--- src/rtl/cpu_control_fsm_if.sv ---
// Control bundle between the CPU controller, instruction decoder and datapath.
// Latency: n/a (wires only).
// Backpressure: none; the controller strobes every cycle.
//
// opcode/op : decoded instruction fields, driven by the decoder side
// nsel      : register select returned to the decoder
// loada/b/c, loads, write, asel, bsel, vsel : datapath strobes and selects
// load_ir, load_pc, reset_pc, addr_sel, load_addr, mem_cmd : fetch/memory control
// halted    : controller is parked in HALT
interface cpu_control_fsm_if;
  logic [2:0] opcode;
  logic [1:0] op;
  logic [1:0] nsel;
  logic       loada;
  logic       loadb;
  logic       loadc;
  logic       loads;
  logic       write;
  logic       asel;
  logic       bsel;
  logic [1:0] vsel;
  logic       load_ir;
  logic       load_pc;
  logic       reset_pc;
  logic       addr_sel;
  logic       load_addr;
  logic [1:0] mem_cmd;
  logic       halted;

  // Controller side.
  modport master (
    input  opcode, op,
    output nsel, loada, loadb, loadc, loads, write, asel, bsel, vsel,
           load_ir, load_pc, reset_pc, addr_sel, load_addr, mem_cmd, halted
  );

  // Decoder/datapath side.
  modport slave (
    output opcode, op,
    input  nsel, loada, loadb, loadc, loads, write, asel, bsel, vsel,
           load_ir, load_pc, reset_pc, addr_sel, load_addr, mem_cmd, halted
  );
endinterface

--- src/rtl/cpu_control_fsm.sv ---
// Moore controller sequencing fetch/decode/execute/write-back of the 16-bit CPU.
// Latency: outputs registered, valid in the cycle the state is occupied; 4..10 cycles per instruction.
// Backpressure: none; memory is assumed to answer in fixed time, HALT parks until reset.
//
// Ports: clk (rising edge), reset (synchronous, active-high),
//        ctl (cpu_control_fsm_if.master): opcode/op in, all datapath/fetch/memory strobes out.
module cpu_control_fsm (
  input  logic                      clk,
  input  logic                      reset,
  cpu_control_fsm_if.master         ctl
);

  localparam logic [1:0] NSEL_RN    = 2'b00;
  localparam logic [1:0] NSEL_RD    = 2'b01;
  localparam logic [1:0] NSEL_RM    = 2'b10;

  localparam logic [1:0] VSEL_C     = 2'b00;
  localparam logic [1:0] VSEL_IMM8  = 2'b10;
  localparam logic [1:0] VSEL_MDATA = 2'b11;

  localparam logic [1:0] MEM_NONE   = 2'b00;
  localparam logic [1:0] MEM_READ   = 2'b01;
  localparam logic [1:0] MEM_WRITE  = 2'b10;

  typedef enum logic [4:0] {
    S_RST, S_IF1, S_IF2, S_UPD_PC, S_DECODE,
    S_WR_IMM, S_GET_A, S_GET_B, S_ALU, S_WR_REG,
    S_MEM_ADDR, S_LD_ADDR, S_MEM_RD, S_MEM_WB,
    S_GET_RD, S_STR_C, S_MEM_WR, S_HALT
  } state_e;

  typedef struct packed {
    logic [1:0] nsel;
    logic       loada;
    logic       loadb;
    logic       loadc;
    logic       loads;
    logic       write;
    logic       asel;
    logic       bsel;
    logic [1:0] vsel;
    logic       load_ir;
    logic       load_pc;
    logic       reset_pc;
    logic       addr_sel;
    logic       load_addr;
    logic [1:0] mem_cmd;
    logic       halted;
  } ctrl_t;

  state_e state_q, state_d;
  ctrl_t  ctrl_q,  ctrl_d;

  // Output word for a state. The ALU state looks at the instruction fields,
  // which the IR holds stable from UPD_PC until the next fetch.
  function automatic ctrl_t ctrl_for(state_e s, logic [2:0] opc, logic [1:0] o);
    ctrl_t c;
    c         = '0;
    c.nsel    = NSEL_RN;
    c.vsel    = VSEL_C;
    c.mem_cmd = MEM_NONE;
    case (s)
      S_RST: begin
        c.reset_pc = 1'b1;
        c.load_pc  = 1'b1;
      end
      S_IF1: begin
        c.addr_sel = 1'b1;
        c.mem_cmd  = MEM_READ;
      end
      S_IF2: begin
        c.addr_sel = 1'b1;
        c.mem_cmd  = MEM_READ;
        c.load_ir  = 1'b1;
      end
      S_UPD_PC:   c.load_pc = 1'b1;
      S_WR_IMM: begin
        c.nsel  = NSEL_RN;
        c.vsel  = VSEL_IMM8;
        c.write = 1'b1;
      end
      S_GET_A: begin
        c.nsel  = NSEL_RN;
        c.loada = 1'b1;
      end
      S_GET_B: begin
        c.nsel  = NSEL_RM;
        c.loadb = 1'b1;
      end
      S_ALU: begin
        // MOV reg and MVN pass only B through the ALU, so force A to zero.
        c.asel = ((opc == 3'b110) && (o == 2'b00)) || ((opc == 3'b101) && (o == 2'b11));
        if ((opc == 3'b101) && (o == 2'b01)) c.loads = 1'b1;  // CMP: flags only
        else                                 c.loadc = 1'b1;
      end
      S_WR_REG: begin
        c.nsel  = NSEL_RD;
        c.vsel  = VSEL_C;
        c.write = 1'b1;
      end
      S_MEM_ADDR: begin
        c.bsel  = 1'b1;
        c.loadc = 1'b1;
      end
      S_LD_ADDR:  c.load_addr = 1'b1;
      S_MEM_RD:   c.mem_cmd   = MEM_READ;
      S_MEM_WB: begin
        c.mem_cmd = MEM_READ;
        c.nsel    = NSEL_RD;
        c.vsel    = VSEL_MDATA;
        c.write   = 1'b1;
      end
      S_GET_RD: begin
        c.nsel  = NSEL_RD;
        c.loadb = 1'b1;
      end
      S_STR_C: begin
        // Rd travels to the store data path through B with A forced to zero.
        c.asel  = 1'b1;
        c.loadc = 1'b1;
      end
      S_MEM_WR:   c.mem_cmd = MEM_WRITE;
      S_HALT:     c.halted  = 1'b1;
      default: ;
    endcase
    return c;
  endfunction

  always_comb begin
    state_d = state_q;
    case (state_q)
      S_RST:    state_d = S_IF1;
      S_IF1:    state_d = S_IF2;
      S_IF2:    state_d = S_UPD_PC;
      S_UPD_PC: state_d = S_DECODE;
      S_DECODE: begin
        case (ctl.opcode)
          3'b111: state_d = S_HALT;
          3'b110: begin
            if      (ctl.op == 2'b10) state_d = S_WR_IMM;
            else if (ctl.op == 2'b00) state_d = S_GET_B;
            else                      state_d = S_IF1;  // illegal: NOP
          end
          3'b101:         state_d = (ctl.op == 2'b11) ? S_GET_B : S_GET_A;
          3'b011, 3'b100: state_d = S_GET_A;
          default:        state_d = S_IF1;              // illegal: NOP
        endcase
      end
      S_WR_IMM:   state_d = S_IF1;
      S_GET_A:    state_d = ((ctl.opcode == 3'b011) || (ctl.opcode == 3'b100)) ? S_MEM_ADDR : S_GET_B;
      S_GET_B:    state_d = S_ALU;
      S_ALU:      state_d = ((ctl.opcode == 3'b101) && (ctl.op == 2'b01)) ? S_IF1 : S_WR_REG;
      S_WR_REG:   state_d = S_IF1;
      S_MEM_ADDR: state_d = S_LD_ADDR;
      S_LD_ADDR:  state_d = (ctl.opcode == 3'b011) ? S_MEM_RD : S_GET_RD;
      S_MEM_RD:   state_d = S_MEM_WB;
      S_MEM_WB:   state_d = S_IF1;
      S_GET_RD:   state_d = S_STR_C;
      S_STR_C:    state_d = S_MEM_WR;
      S_MEM_WR:   state_d = S_IF1;
      S_HALT:     state_d = S_HALT;
      default:    state_d = S_RST;                      // unreachable encodings recover
    endcase
    // Outputs are computed for the next state so they are registered yet
    // still describe the state being occupied.
    ctrl_d = ctrl_for(state_d, ctl.opcode, ctl.op);
  end

  always_ff @(posedge clk) begin
    if (reset) begin
      state_q <= S_RST;
      ctrl_q  <= ctrl_for(S_RST, 3'b000, 2'b00);
    end else begin
      state_q <= state_d;
      ctrl_q  <= ctrl_d;
    end
  end

  assign ctl.nsel      = ctrl_q.nsel;
  assign ctl.loada     = ctrl_q.loada;
  assign ctl.loadb     = ctrl_q.loadb;
  assign ctl.loadc     = ctrl_q.loadc;
  assign ctl.loads     = ctrl_q.loads;
  assign ctl.write     = ctrl_q.write;
  assign ctl.asel      = ctrl_q.asel;
  assign ctl.bsel      = ctrl_q.bsel;
  assign ctl.vsel      = ctrl_q.vsel;
  assign ctl.load_ir   = ctrl_q.load_ir;
  assign ctl.load_pc   = ctrl_q.load_pc;
  assign ctl.reset_pc  = ctrl_q.reset_pc;
  assign ctl.addr_sel  = ctrl_q.addr_sel;
  assign ctl.load_addr = ctrl_q.load_addr;
  assign ctl.mem_cmd   = ctrl_q.mem_cmd;
  assign ctl.halted    = ctrl_q.halted;

endmodule

--- src/flat_wrapper.sv ---
// flat-port wrapper written by rule: the top's interface ports become plain ports
module cpu_control_fsm_flat 
  (clk, reset, ctl_opcode, ctl_op, ctl_nsel, ctl_loada, ctl_loadb, ctl_loadc, ctl_loads, ctl_write, ctl_asel, ctl_bsel, ctl_vsel, ctl_load_ir, ctl_load_pc, ctl_reset_pc, ctl_addr_sel, ctl_load_addr, ctl_mem_cmd, ctl_halted);
  cpu_control_fsm_if ctl_i ();
  input  logic clk;
  input  logic reset;
  input wire logic [$bits(ctl_i.opcode)-1:0] ctl_opcode;
  input wire logic [$bits(ctl_i.op)-1:0] ctl_op;
  output wire logic [$bits(ctl_i.nsel)-1:0] ctl_nsel;
  output wire logic [$bits(ctl_i.loada)-1:0] ctl_loada;
  output wire logic [$bits(ctl_i.loadb)-1:0] ctl_loadb;
  output wire logic [$bits(ctl_i.loadc)-1:0] ctl_loadc;
  output wire logic [$bits(ctl_i.loads)-1:0] ctl_loads;
  output wire logic [$bits(ctl_i.write)-1:0] ctl_write;
  output wire logic [$bits(ctl_i.asel)-1:0] ctl_asel;
  output wire logic [$bits(ctl_i.bsel)-1:0] ctl_bsel;
  output wire logic [$bits(ctl_i.vsel)-1:0] ctl_vsel;
  output wire logic [$bits(ctl_i.load_ir)-1:0] ctl_load_ir;
  output wire logic [$bits(ctl_i.load_pc)-1:0] ctl_load_pc;
  output wire logic [$bits(ctl_i.reset_pc)-1:0] ctl_reset_pc;
  output wire logic [$bits(ctl_i.addr_sel)-1:0] ctl_addr_sel;
  output wire logic [$bits(ctl_i.load_addr)-1:0] ctl_load_addr;
  output wire logic [$bits(ctl_i.mem_cmd)-1:0] ctl_mem_cmd;
  output wire logic [$bits(ctl_i.halted)-1:0] ctl_halted;
  assign ctl_i.opcode = ctl_opcode;
  assign ctl_i.op = ctl_op;
  assign ctl_nsel = ctl_i.nsel;
  assign ctl_loada = ctl_i.loada;
  assign ctl_loadb = ctl_i.loadb;
  assign ctl_loadc = ctl_i.loadc;
  assign ctl_loads = ctl_i.loads;
  assign ctl_write = ctl_i.write;
  assign ctl_asel = ctl_i.asel;
  assign ctl_bsel = ctl_i.bsel;
  assign ctl_vsel = ctl_i.vsel;
  assign ctl_load_ir = ctl_i.load_ir;
  assign ctl_load_pc = ctl_i.load_pc;
  assign ctl_reset_pc = ctl_i.reset_pc;
  assign ctl_addr_sel = ctl_i.addr_sel;
  assign ctl_load_addr = ctl_i.load_addr;
  assign ctl_mem_cmd = ctl_i.mem_cmd;
  assign ctl_halted = ctl_i.halted;
  cpu_control_fsm u_core (.clk(clk), .reset(reset), .ctl(ctl_i));
endmodule
--- config.mk ---
export PLATFORM = sky130hd
export DESIGN_NAME = cpu_control_fsm_flat
export DESIGN_NICKNAME = d
export VERILOG_FILES = /design/src/rtl/cpu_control_fsm_if.sv /design/src/rtl/cpu_control_fsm.sv /design/src/flat_wrapper.sv
export SDC_FILE = /design/constraint.sdc
export NUM_CORES = 1
export LEC_CHECK = 0
export CORE_AREA = 2 2 53 55
export DETAILED_ROUTE_END_ITERATION = 12
export DIE_AREA = 0 0 55 57
export GPL_TIMING_DRIVEN = 0
export PLACE_DENSITY = 0.74
export SLEW_MARGIN = 20
export SYNTH_ARGS = -nofsm -noshare
export SYNTH_HDL_FRONTEND = slang
export SYNTH_SLANG_ARGS = --single-unit
--- constraint.sdc ---
create_clock -name clk -period 2.9 [get_ports clk]
set_clock_uncertainty 0.1 [all_clocks]
set_input_delay 0.435 -clock clk [delete_from_list [all_inputs] [get_ports clk]]
set_output_delay 0.435 -clock clk [all_outputs]
set_load 0.01 [all_outputs]
# After elaboration in Yosys (flattened, before gate mapping)
# Index checks and enable logic that the tools add are counted.
# word_totals
latchBits	0
mem_count	0
mem_bits_rw	0
input_bits	7
register_bits	24
mem_bits_ro	0
out_inout_bits	19
elab_cells	102
# op_classes
div_mod_pow	0
reduce_logical	18
add_sub_neg	0
n_eq_ne	41
mux	25
shift	0
order_cmp	0
n_mul	0
bitwise_logic	1
# ops
cell	n
$eq 5x4->1 const B	16
$pmux 5 s14	1
$eq 5x3->1 const B	7
$eq 5x2->1 const B	4
$eq 5x5->1 const B	4
$pmux 5 s4	1
$mux 1	13
$eq 3x3->1 const B	4
$pmux 2 s2	3
$reduce_or 2->1	6
$eq 5x1->1 const B	2
$logic_not 5->1	2
$mux 4	2
$reduce_or 3->1	2
$mux 5	1
$reduce_or 5->1	1
$eq 2x2->1 const B	2
$pmux 1 s2	2
$reduce_or 4->1	1
$eq 3x2->1 const B	1
$logic_and 1x1->1	3
$mux 3	1
$eq 2x1->1 const B	1
$logic_not 2->1	1
3 further kinds	4

# Logic depth before layout (Yosys ltp)
# logic_depth
ltp_word	8
mapped_depth	7

# Worst setup path after synthesis
# No wires, ideal clock.
# synth_path
path_kind	in2reg
from	in ctl_opcode[1]
to	reg u_core.ctrl_q, in the netlist u_core.ctl.asel
t_required_ns	2.704
arrival_ns	1.807
setup_time_ns	0.096
cell_stages	5
path_buffers	0
setup_slack_ns	0.897
path_cell_list	or3b_1 a41oi_2 o211ai_2 or3_4 o41ai_2
# synth_via
elab_chain_len	6
# synth_lines
item	line_no	text
start, declared	flat_wrapper.sv:7	input wire logic [$bits(ctl_i.opcode)-1:0] ctl_opcode;
$eq 3x2->1, or another cell as far along	cpu_control_fsm.sv:137, cpu_control_fsm.sv:150, cpu_control_fsm.sv:155	
$reduce_or 2->1, or another cell as far along	cpu_control_fsm.sv:137	case (ctl.opcode)
$pmux 5 s4, or another cell as far along	cpu_control_fsm.sv:137	
$pmux 5 s14	cpu_control_fsm.sv:131	case (state_q)
$eq 5x4->1	cpu_control_fsm.sv:62	case (s)
$pmux 1 s2 *	cpu_control_fsm.sv:62	
end signal, assigned	cpu_control_fsm.sv:172	ctrl_q <= ctrl_for(S_RST, 3'b000, 2'b00);
end signal, assigned	cpu_control_fsm.sv:175	ctrl_q <= ctrl_d;
end, declared	cpu_control_fsm.sv:52	ctrl_t ctrl_q, ctrl_d;
# Every way passes the cells marked *; elsewhere a longest branch is shown, timed or not.
# A chain may end at the register's enable or synchronous reset.

# Final worst setup path
# layout_path
from	in ctl_opcode[2]
to	reg u_core.ctrl_q, in the netlist u_core.ctl.mem_cmd[0]
# layout_via
elab_chain_len	7
# layout_lines
item	line_no
$eq 3x2->1, or another cell as far along	cpu_control_fsm.sv:137, cpu_control_fsm.sv:150, cpu_control_fsm.sv:155
$reduce_or 2->1, or another cell as far along	cpu_control_fsm.sv:137
$pmux 5 s4, or another cell as far along	cpu_control_fsm.sv:137
$pmux 5 s14 *	cpu_control_fsm.sv:131
$eq 5x1->1, or another cell as far along	cpu_control_fsm.sv:62
$reduce_or 4->1 (no source line)	-
$pmux 2 s2 *	cpu_control_fsm.sv:62
# Marked as above.

==> summary.txt <==
Status
  – Status: finished clean

Place
  – PortBufs: 25
  – Dpl cells: 185
  – Final Wtd Congestion: 0.852
  – Hpwl dp: 2130 microns

CTS
  – Worst skew pair latency: slightly above 0.3 ns
  – Hold Buf Count CTS: 0
  – CTS tree: yes
  – Clock sinks: 24
  – TritonCTS Buffers: 3
  – Clock root buffer master: clkbuf_4
  – Clock transition at path regs: 0.13 ns
  – # Post-CTS Setup Buffers: 0
  – Post-cts sizing count: 0
  – Htree depth: 1
  – Clock buffer depth: 2

Floorplanning
  – Chip width: roughly 55 microns
  – Die H: 57 microns
  – Core ar.: 2620 sq um
  – # IOs: 26
  – Starting Density: 0.454
  – Die area: approximately 3100 sq um
  – FP Rows: 19

Setup path
  – WP data required: 3.03 ns
  – Critical R2R Launch: u_core.state_q[3]
  – CP arrival: 2.55 ns
  – Crit. End Element: flop
  – Critical path launch point type: input port
  – Cells on worst reg2reg path: 6
  – CP Launch Point: ctl_opcode[2]
  – CP Class: input port to flop
  – Flop2flop setup slack: 0.68 ns
  – Crit path max fanout: 9
  – FF-to-FF End: u_core.ctl.mem_cmd[0]

Global route
  – Grt total ovfl: 0
  – Largest net degree at the start of global routing: 15
  – Total routing usage reported by global routing: 0.198
  – Vias in the first global route: 971
  – Global-route wire length before repair: 4540 microns
  – Initial antenna violation count: 0

STA
  – Fin. Hold Viols: 0
  – Fmax: roughly 410 MHz
  – Endpoints failing setup: 0
  – Min Tclk post-route: 2.42 ns
  – Fin crit share: 0.834
  – Worst Max-Slew Pin Slew: slightly above 0.5 ns
  – Relative slew slack: 0.650
  – Setup tns final: 0 ns
  – Max Slew Vio Count: 0
  – Unrepaired setup endpoints after global routing: no

Layout
  – Sequential Area: ~480 sq um
  – Share of cells above drive strength 1: 0.139
  – Post-Layout Cell Count: 189
  – Area delta synth->final: 28.8%
  – Most frequent cells in the layout: 25 x clkdlybuf4s50_1, 24 x dfxtp_1, 10 x nor3_1, 7 x inv_1, 7 x nor2_1
  – Diodes inserted: 0
  – Nets@finish: 166
  – Commonest non-fill, non-tap cell in the layout: clkdlybuf4s50_1
  – Footprint of the multi-input gates: approximately 630 sq um
  – Fillers: 245

Route
  – DRT iter0 DRCs: 22
  – DRC Markers: 0
  – DRT antenna net count: 0
  – Detailed Route WL: 2750 microns
  – WL per Instance: 14.6 microns
  – Vias: 1096
  – Vias per cell: 5.80
  – First-pass detailed-route iteration total: 4

Synthesis
  – Sequential area share after synthesis: 0.405
  – Ys async rst share: 0
  – Synth cell types: 53
  – Yosys reg bits: 24
  – Synthesized instance count: 129
  – Cell area after synthesis: 1190 sq um
  – Synth Area per Inst: 9.19 sq um
  – Mapped Nets: 136
  – Post-synth top flop: dfxtp_1
  – Syn. warnings: 0
  – Post-synth EDFFs: 0

Power
  – Lkg Pwr: 0.587 nW
  – Overall Power: 0.000855 W
  – Worst VDD drop: 0.375 mV
  – Power Density: 560 nW/um^2

Worst hold path
  – Min-delay src: u_core.state_q[4]
  – Hold Path Depth: 3
  – Hold Crit Class: flop to flop
  – Hold path endpoint: u_core.ctl.load_pc

Job
  – Max_cap viols: 0
==> flip-flops by register name, indices dropped and copies added, names as in the netlist, 2 cells and up <==
register / flops
u_core.ctl.vsel: 2
u_core.ctl.mem_cmd: 2
u_core.state_q: 5
u_core.ctl.nsel: 2
==> where the power goes <==
group	leakage, nW	switching [W]	internal (W)	total (W)
Sequential	0.195	0.0000122	0.000355	0.000367
Combinational	0.364	0.000143	0.000106	0.000248
Clock	0.0279	0.000100	0.000140	0.000240
Total	0.587	0.000255	0.000601	0.000855
==> worst max-delay path: stages <==
cell and delay, ns:
clkdlybuf4s50_1 0.58, nand3b_1 0.29, o21ai_0 0.17, o211ai_2 0.41
nand3b_1 0.32, o32ai_1 0.34
==> per-layer routing <==
layer	wire length, microns	global-route usage	share of wire
met5	0	0	0
met4	34	0.0627	0.012
met3	104	0.0314	0.038
met2	1380	0.315	0.50
met1	1230	0.270	0.45
==> cell families (layout without fill, tap and decap cells) <==
family,count (synthesis),after routing,synth area share
buffers and inverters,14,43,0.0601
AOI/OAI and AO/OA,33,33,0.222
and+or+nand+nor,55,55,0.288
DFF,24,24,0.405
xor gates and xnor gates,1,1,0.00739
muxes,2,2,0.0179
==> final cells by class <==
| cell class | count | share of cell area |
|---|---|---|
| repair buffers | 25 | 0.164 |
| inverters | 7 | 0.0172 |
| well taps | 31 | 0.0254 |
| clock inverters | 1 | 0.0197 |
| multi-input cells | 91 | 0.415 |
| clock buffers | 3 | 0.0147 |
| plain buffers | 7 | 0.0295 |
| flip-flops and latches | 24 | 0.314 |
==> Yosys cell counts (2+ instances only) <==
library cell  number  share of area
dfxtp_1           24           0.41
nor3_1            10          0.042
inv_1              7          0.022
nor2_1             7          0.022
nand2_1            6          0.019
o21ai_0            6          0.025
o21ai_1            4          0.017
a21oi_1            3          0.013
and3_1             3          0.016
buf_2              3          0.013
nand3b_1           3          0.019
nor2b_1            3          0.016
and2_1             2          0.011
buf_6              2          0.019
clkbuf_1           2         0.0063
nand2b_1           2          0.011
nand3_1            2         0.0084
nand4_1            2          0.011
nand4b_1           2          0.015
o211ai_1           2          0.013
or3_1              2          0.011
==> how the worst max path moves through the flow <==
stage | to | slack [ns] | depth (start not counted)
2_1_floorplan | u_core.ctl.asel | 0.90 | 5
3_3_place_gp | u_core.ctl.asel | 0.19 | 6
3_5_place_dp | u_core.ctl.asel | 0.18 | 6
4_1_cts | u_core.ctl.asel | 0.51 | 6
5_1_grt | u_core.ctl.mem_cmd[0] | 0.38 | 6
6_report | u_core.ctl.mem_cmd[0] | 0.48 | 6
==> metrics by stage <==
stage                      util  cell area, sq um  hold WS (ns)  setup slack [ns]
after floorplan               -              1190         0.497             0.897
after global placement    0.564              1480         0.533             0.193
after detailed placement  0.564              1480         0.554             0.178
after CTS                 0.584              1530         0.575             0.509
after global routing      0.584              1530         0.612             0.383
final                     0.584              1530         0.566             0.481
(Power assumes the default switching activity.)
